--- config.mk ---
export PLATFORM = sky130hd
export DESIGN_NAME = divider_seq
export DESIGN_NICKNAME = d
export VERILOG_FILES = /design/src/rtl/divider_seq.sv
export SDC_FILE = /design/constraint.sdc
export NUM_CORES = 1
export LEC_CHECK = 0
export ABC_AREA = 1
export CORE_ASPECT_RATIO = 1.75
export CORE_MARGIN = 2
export CORE_UTILIZATION = 40
export CTS_CLUSTER_DIAMETER = 30
export DETAILED_ROUTE_END_ITERATION = 16
export GPL_ROUTABILITY_DRIVEN = 0
export PLACE_DENSITY_LB_ADDON = 0.25
export SLEW_MARGIN = 20
export SYNTH_ARGS = -nofsm -noshare
export SYNTH_HDL_FRONTEND = slang
export SYNTH_SLANG_ARGS = --single-unit
--- constraint.sdc ---
create_clock -name clk -period 4.2 [get_ports clk]
set_input_delay 0.42 -clock clk [delete_from_list [all_inputs] [get_ports clk]]
set_output_delay 0.42 -clock clk [all_outputs]
set_load 0.02 [all_outputs]
--- src/rtl/divider_seq.sv ---
// divider_seq: sequential signed integer divider (non-restoring, one step per cycle).
//
// The quotient is truncated toward zero. A division takes WIDTH+3 cycles from the
// start edge to the result-valid pulse. Divide-by-zero and the single overflow case
// (most-negative / -1) finish early with data_exception set.
//
// Parameters
//   WIDTH           operand/result width, 8..32, even (default 32)
//
// Optional build macro
//   DIV_REMAINDER_EN  adds output data_remainder (signed, sign follows dividend)
//
// Ports
//   clk             rising-edge clock
//   reset           synchronous active-high reset, takes priority over ctrl_DIV
//   ctrl_DIV        start pulse; operands are sampled on the same edge, any state
//   data_operandA   signed dividend
//   data_operandB   signed divisor
//   data_result     signed quotient, held until the next start
//   data_remainder  signed remainder (DIV_REMAINDER_EN only)
//   data_exception  divide-by-zero / overflow flag, valid with data_resultRDY
//   data_resultRDY  one-cycle result-valid pulse
//   busy            high in LOAD, RUN and FIX
//   iter_           current RUN iteration, for debug
module divider_seq #(
  parameter int WIDTH = 32
) (
  input  logic             clk,
  input  logic             reset,
  input  logic             ctrl_DIV,
  input  logic [WIDTH-1:0] data_operandA,
  input  logic [WIDTH-1:0] data_operandB,
  output logic [WIDTH-1:0] data_result,
`ifdef DIV_REMAINDER_EN
  output logic [WIDTH-1:0] data_remainder,
`endif
  output logic             data_exception,
  output logic             data_resultRDY,
  output logic             busy,
  output logic [5:0]       iter_
);

  // Magnitudes are WIDTH+1 bits so |-2^(WIDTH-1)| does not wrap.
  localparam int DW = WIDTH + 1;

  typedef enum logic [2:0] {
    IDLE,
    LOAD,
    RUN,
    FIX,
    DONE
  } state_t;

  state_t state;

  logic [DW-1:0]    mag_a;
  logic [DW-1:0]    mag_b;
  logic             sign_a;
  logic             sign_b;
  logic             sign_q;

  // Partial remainder carries one extra bit as its sign (non-restoring).
  logic [DW:0]      rem;
  // Holds the unshifted dividend bits at the top, collects quotient bits at the bottom.
  logic [WIDTH-1:0] quo;

  logic [DW-1:0]    ext_a;
  logic [DW-1:0]    ext_b;
  logic [DW:0]      shifted;
  logic [DW:0]      b_ext;
  logic [DW:0]      rem_step;
  logic [WIDTH-1:0] quo_step;
  logic [WIDTH-1:0] quo_fix;
  logic             overflow_case;

  always_comb begin
    ext_a    = {data_operandA[WIDTH-1], data_operandA};
    ext_b    = {data_operandB[WIDTH-1], data_operandB};

    // One non-restoring step: shift in the next dividend bit, then subtract the
    // divisor if the remainder is non-negative, add it back otherwise.
    shifted  = {rem[DW-1:0], quo[WIDTH-1]};
    b_ext    = {1'b0, mag_b};
    rem_step = rem[DW] ? (shifted + b_ext) : (shifted - b_ext);
    quo_step = {quo[WIDTH-2:0], ~rem_step[DW]};

    quo_fix  = sign_q ? -quo : quo;

    overflow_case = sign_a && (mag_a == {1'b0, 1'b1, {(WIDTH-1){1'b0}}})
                 && sign_b && (mag_b == DW'(1));
  end

`ifdef DIV_REMAINDER_EN
  logic [WIDTH-1:0] rem_fix;
  logic [WIDTH-1:0] rem_out;

  always_comb begin
    // A negative final remainder is restored by one add; the result is below |B|
    // and therefore fits in WIDTH bits.
    rem_fix = WIDTH'(rem[DW] ? (rem + b_ext) : rem);
    rem_out = sign_a ? -rem_fix : rem_fix;
  end
`endif

  always_ff @(posedge clk) begin
    if (reset) begin
      state          <= IDLE;
      data_result    <= '0;
      data_exception <= 1'b0;
      data_resultRDY <= 1'b0;
      busy           <= 1'b0;
      iter_          <= '0;
      mag_a          <= '0;
      mag_b          <= '0;
      sign_a         <= 1'b0;
      sign_b         <= 1'b0;
      sign_q         <= 1'b0;
      rem            <= '0;
      quo            <= '0;
`ifdef DIV_REMAINDER_EN
      data_remainder <= '0;
`endif
    end else if (ctrl_DIV) begin
      // A start in any state discards whatever was in flight.
      state          <= LOAD;
      mag_a          <= data_operandA[WIDTH-1] ? -ext_a : ext_a;
      mag_b          <= data_operandB[WIDTH-1] ? -ext_b : ext_b;
      sign_a         <= data_operandA[WIDTH-1];
      sign_b         <= data_operandB[WIDTH-1];
      sign_q         <= data_operandA[WIDTH-1] ^ data_operandB[WIDTH-1];
      data_result    <= '0;
      data_exception <= 1'b0;
      data_resultRDY <= 1'b0;
      busy           <= 1'b1;
      iter_          <= '0;
`ifdef DIV_REMAINDER_EN
      data_remainder <= '0;
`endif
    end else begin
      case (state)
        IDLE: begin
          data_resultRDY <= 1'b0;
          busy           <= 1'b0;
        end

        LOAD: begin
          rem <= '0;
          quo <= mag_a[WIDTH-1:0];
          if (mag_b == '0) begin
            state          <= DONE;
            data_result    <= '0;
            data_exception <= 1'b1;
            data_resultRDY <= 1'b1;
            busy           <= 1'b0;
          end else if (overflow_case) begin
            state          <= DONE;
            data_result    <= {1'b1, {(WIDTH-1){1'b0}}};
            data_exception <= 1'b1;
            data_resultRDY <= 1'b1;
            busy           <= 1'b0;
          end else begin
            state <= RUN;
          end
        end

        RUN: begin
          rem <= rem_step;
          quo <= quo_step;
          if (iter_ == 6'(WIDTH - 1)) begin
            state <= FIX;
          end else begin
            iter_ <= iter_ + 6'd1;
          end
        end

        FIX: begin
          state          <= DONE;
          data_result    <= quo_fix;
          data_exception <= 1'b0;
          data_resultRDY <= 1'b1;
          busy           <= 1'b0;
`ifdef DIV_REMAINDER_EN
          data_remainder <= rem_out;
`endif
        end

        DONE: begin
          state          <= IDLE;
          data_resultRDY <= 1'b0;
        end

        default: begin
          state          <= IDLE;
          data_resultRDY <= 1'b0;
          busy           <= 1'b0;
        end
      endcase
    end
  end

endmodule

==> results.md <==
- Min-Delay Path Class: reg -> reg
- Max cap viols: 0
- CTS Hold Buffers Added: 0
- Post-route ant nets: 0
- Routed WL per cell: 17.6 um
- Total grt overflow: 0
- Final Hold Fails: 0
- Pleak: 0.00580 uW
- Largest net degree at the start of global routing: 65
- Achievable Freq: 0.277 GHz
- Iter 0 DRT Violations: 793
- Die X: 135 um
- Max-slew violation count: 0
- Syn nets: 2008
- Status: completed
- Worst Tran Pin Value: 1.01 ns
- Commonest cells after routing, fill and taps aside: nand2_1, nor2_1, nand3_1
- Post-DP HPWL: 32900 um
- Critical path launch point type: flip-flop
- Initial antenna violation count: 0
- Commonest non-fill, non-tap cell in the layout: nand2_1
- Initial core utilization: 40.8%
- Yosys cell types: 44
- Minimum clock period: 3.61 ns
- RSZ-0062 raised after global routing: no
- Full die area: 0.0314 mm^2
- Antenna cells: 0
- Synth Warn #: 0
- Most frequent CP cell: nor2_1
- Sequential area share after synthesis: 29.9%
- Vias per cell: 5.58
- Critical path required time: 4.59 ns
- Post-synth EDFFs: 0
- Design Area, Final: 0.0140 mm^2
- Via count: 13200
- GRT Total Usage: 26.6%
- First-pass GRT wire length: 64500 um
- Total power: 4710 uW
- Post-CTS Resized: 0
- Placed Area: 0.0134 mm^2
- Port bufs: 107
- VDD IR max: 318 uV
- Synthesized area: 0.0120 mm^2
- Vias in the first global route: 12700
- Worst path max stage delay: 0.54 ns
- Worst reg2reg startpoint: mag_b[0]$_SDFFE_PP0P_
- FF-to-FF path depth: 18
- Crit-path max FO: 5
- Hold path cells: 2
- Clock root buffer: clkbuf_16
- CTS HTree Levels: 4
- Clk_skew: 0.00853 ns
- Syn_area_per_cell: 6.31 um^2
- Final Core Density: 47.6%
- Setup CP Type: reg -> reg
- NumNets Final: 2079
- Drt drc: 0
- Clock Latency Late Sink: 0.46 ns
- Post-CTS setup buffer count: 0
- Layout cell share with drive strength beyond 1: 5.70%
- Setup TNS: 0 ns
- Hold path endpoint: busy$_SDFFE_PP0P_
- CP Capture Type: flip-flop
- Rel. slew slack: 32.2%
- Endpoints failing setup: 0
- Ports: 108
- Clock Path Buffers: 2
- Clock sinks: 179
- CP cell instances: inv_1, ha_1, nand3_1, nor2_1, nand2_1, nor4_1, nor2_1, xor2_1, ha_1, a21oi_1, o21ai_0, a21oi_1, nor2_1, nor2_1, nand2_1, nand2_1, nand3_1, a21oi_1
- Area Growth Syn to Fin: 16.6%
- Cells after Synth: 1900
- RR Endpoint: rem[31]$_SDFFE_PP0P_
- Slowest CP cell: nor4_1
- Die height: 233 um
- First-pass DRT Iterations: 6
- Hold Crit Start: busy$_SDFFE_PP0P_
- Power Density: 337 mW/mm^2
- R2R Setup Slk: 0.59 ns
- Fill count: 3058
- Core box area: 0.0294 mm^2
- Num CTS Buffers: 17
- Tcrit/Tclk final: 86.0%
- CTS tree: yes
- Main synth FF type: dfxtp_1
- Clock Pin Slew Worst Setup and Hold Paths: 0.07 ns
- Row cnt: 83
- Worst EP arrival: 4.00 ns
- Synth Register Bits: 179
- Routed WL: 41700 um
- Post-synthesis async set-or-reset flop share: 0%
-- per-layer routing --
metal | vias up | share of wire, % | wire (um) | track usage [%]
li1 | 6529 | - | - | -
met1 | 5994 | 33 | 13900 | 23.8
met2 | 469 | 54 | 22500 | 50.9
met3 | 201 | 3.8 | 1600 | 4.10
met4 | 0 | 9.0 | 3750 | 22.4
met5 | - | 0 | 0 | 0
-- flip-flops by register name (all words and copies together) (netlist names) --
register / flops
busy: 1
data_exception: 1
mag_a: 33
state: 3
sign_q: 1
data_resultRDY: 1
mag_b: 33
sign_a: 1
quo: 32
rem: 34
iter_: 6
data_result: 32
sign_b: 1
-- power breakdown --
part           internal, uW  total (uW)  switching [uW]  leakage, uW
clock network           971        1670             697     0.000299
logic                   390        1190             797      0.00404
registers              1770        1850            80.3      0.00146
-- worst max path at each step --
| stage | from | to | slack [ns] | cells after the start |
|---|---|---|---|---|
| final | mag_b[0]$_SDFFE_PP0P_ | rem[31]$_SDFFE_PP0P_ | 0.59 | 18 |
| after global routing | mag_b[0]$_SDFFE_PP0P_ | rem[32]$_SDFFE_PP0P_ | 0.30 | 21 |
| after CTS | mag_b[0]$_SDFFE_PP0P_ | rem[31]$_SDFFE_PP0P_ | 0.58 | 18 |
| after detailed placement | mag_b[0]$_SDFFE_PP0P_ | rem[31]$_SDFFE_PP0P_ | 0.62 | 18 |
| after global placement | mag_b[0]$_SDFFE_PP0P_ | rem[31]$_SDFFE_PP0P_ | 0.65 | 18 |
| after floorplan | mag_b[0]$_SDFFE_PP0P_ | quo[0]$_SDFFE_PP0P_ | 1.35 | 21 |
-- synthesized netlist by cell type, types with 5 or more instances --
cell	count	area (um^2)
xor2_1	36	315
nand3_1	185	926
ha_1	40	500
nor3_1	35	175
a31oi_1	36	225
nor2_1	201	754
a21o_1	6	45.0
nand3b_1	15	113
o21ai_0	49	245
nor4_1	8	50.1
o22ai_1	10	62.6
dfxtp_1	179	3580
nor2_2	10	62.6
a21oi_1	178	891
o21ai_2	5	43.8
o31ai_1	7	52.6
buf_2	12	60.1
buf_1	9	33.8
clkbuf_1	48	180
a32o_1	6	60.1
o32ai_1	7	61.3
o21ai_1	102	510
inv_1	166	623
xnor2_1	11	96.3
nand2_1	423	1590
o21a_1	9	67.6
o211ai_1	10	75.1
nand4_1	25	156
inv_2	38	143
-- worst max-delay path, delay by kind of cell, from the launching register on --
kind / cells / cell delay (ns)
fa+ha+maj: 2 / 0.52
xor+xnor: 1 / 0.17
compound gates: 4 / 0.79
flops: 1 / 0.36
buf+inv: 1 / 0.10
simple gates: 10 / 1.60
-- stage by stage --
step / instances / worst slack, ns / hold WS, ns
after global placement: 2334 / 0.654 / 0.448
after global routing: 2366 / 0.304 / 0.487
after CTS: 2366 / 0.581 / 0.467
after floorplan: 1900 / 1.35 / 0.416
after detailed placement: 2334 / 0.617 / 0.457
final: 2366 / 0.587 / 0.462
-- final cells by class --
type                       count  area, um^2  share of cell area (%)
tap                          382         478                    3.42
clock inverter                 7        95.1                   0.680
multi-input combinational   1446        7360                    52.7
sequential                   179        3580                    25.6
timing repair buffer         121        1180                    8.41
clock buffer                  25         515                    3.69
inverter                     206         773                    5.53
-- cells by family after synthesis --
group	Yosys count	share of synthesized area [%]
AND/OR/NAND/NOR	927	33.7
AO/OA/AOI/OAI	431	19.9
flip-flops	179	29.9
buffers and inverters	275	8.74
adder cells (fa/ha/maj)	41	4.34
XOR/XNOR	47	3.43
Note: power is estimated with default switching activity, not from simulation.
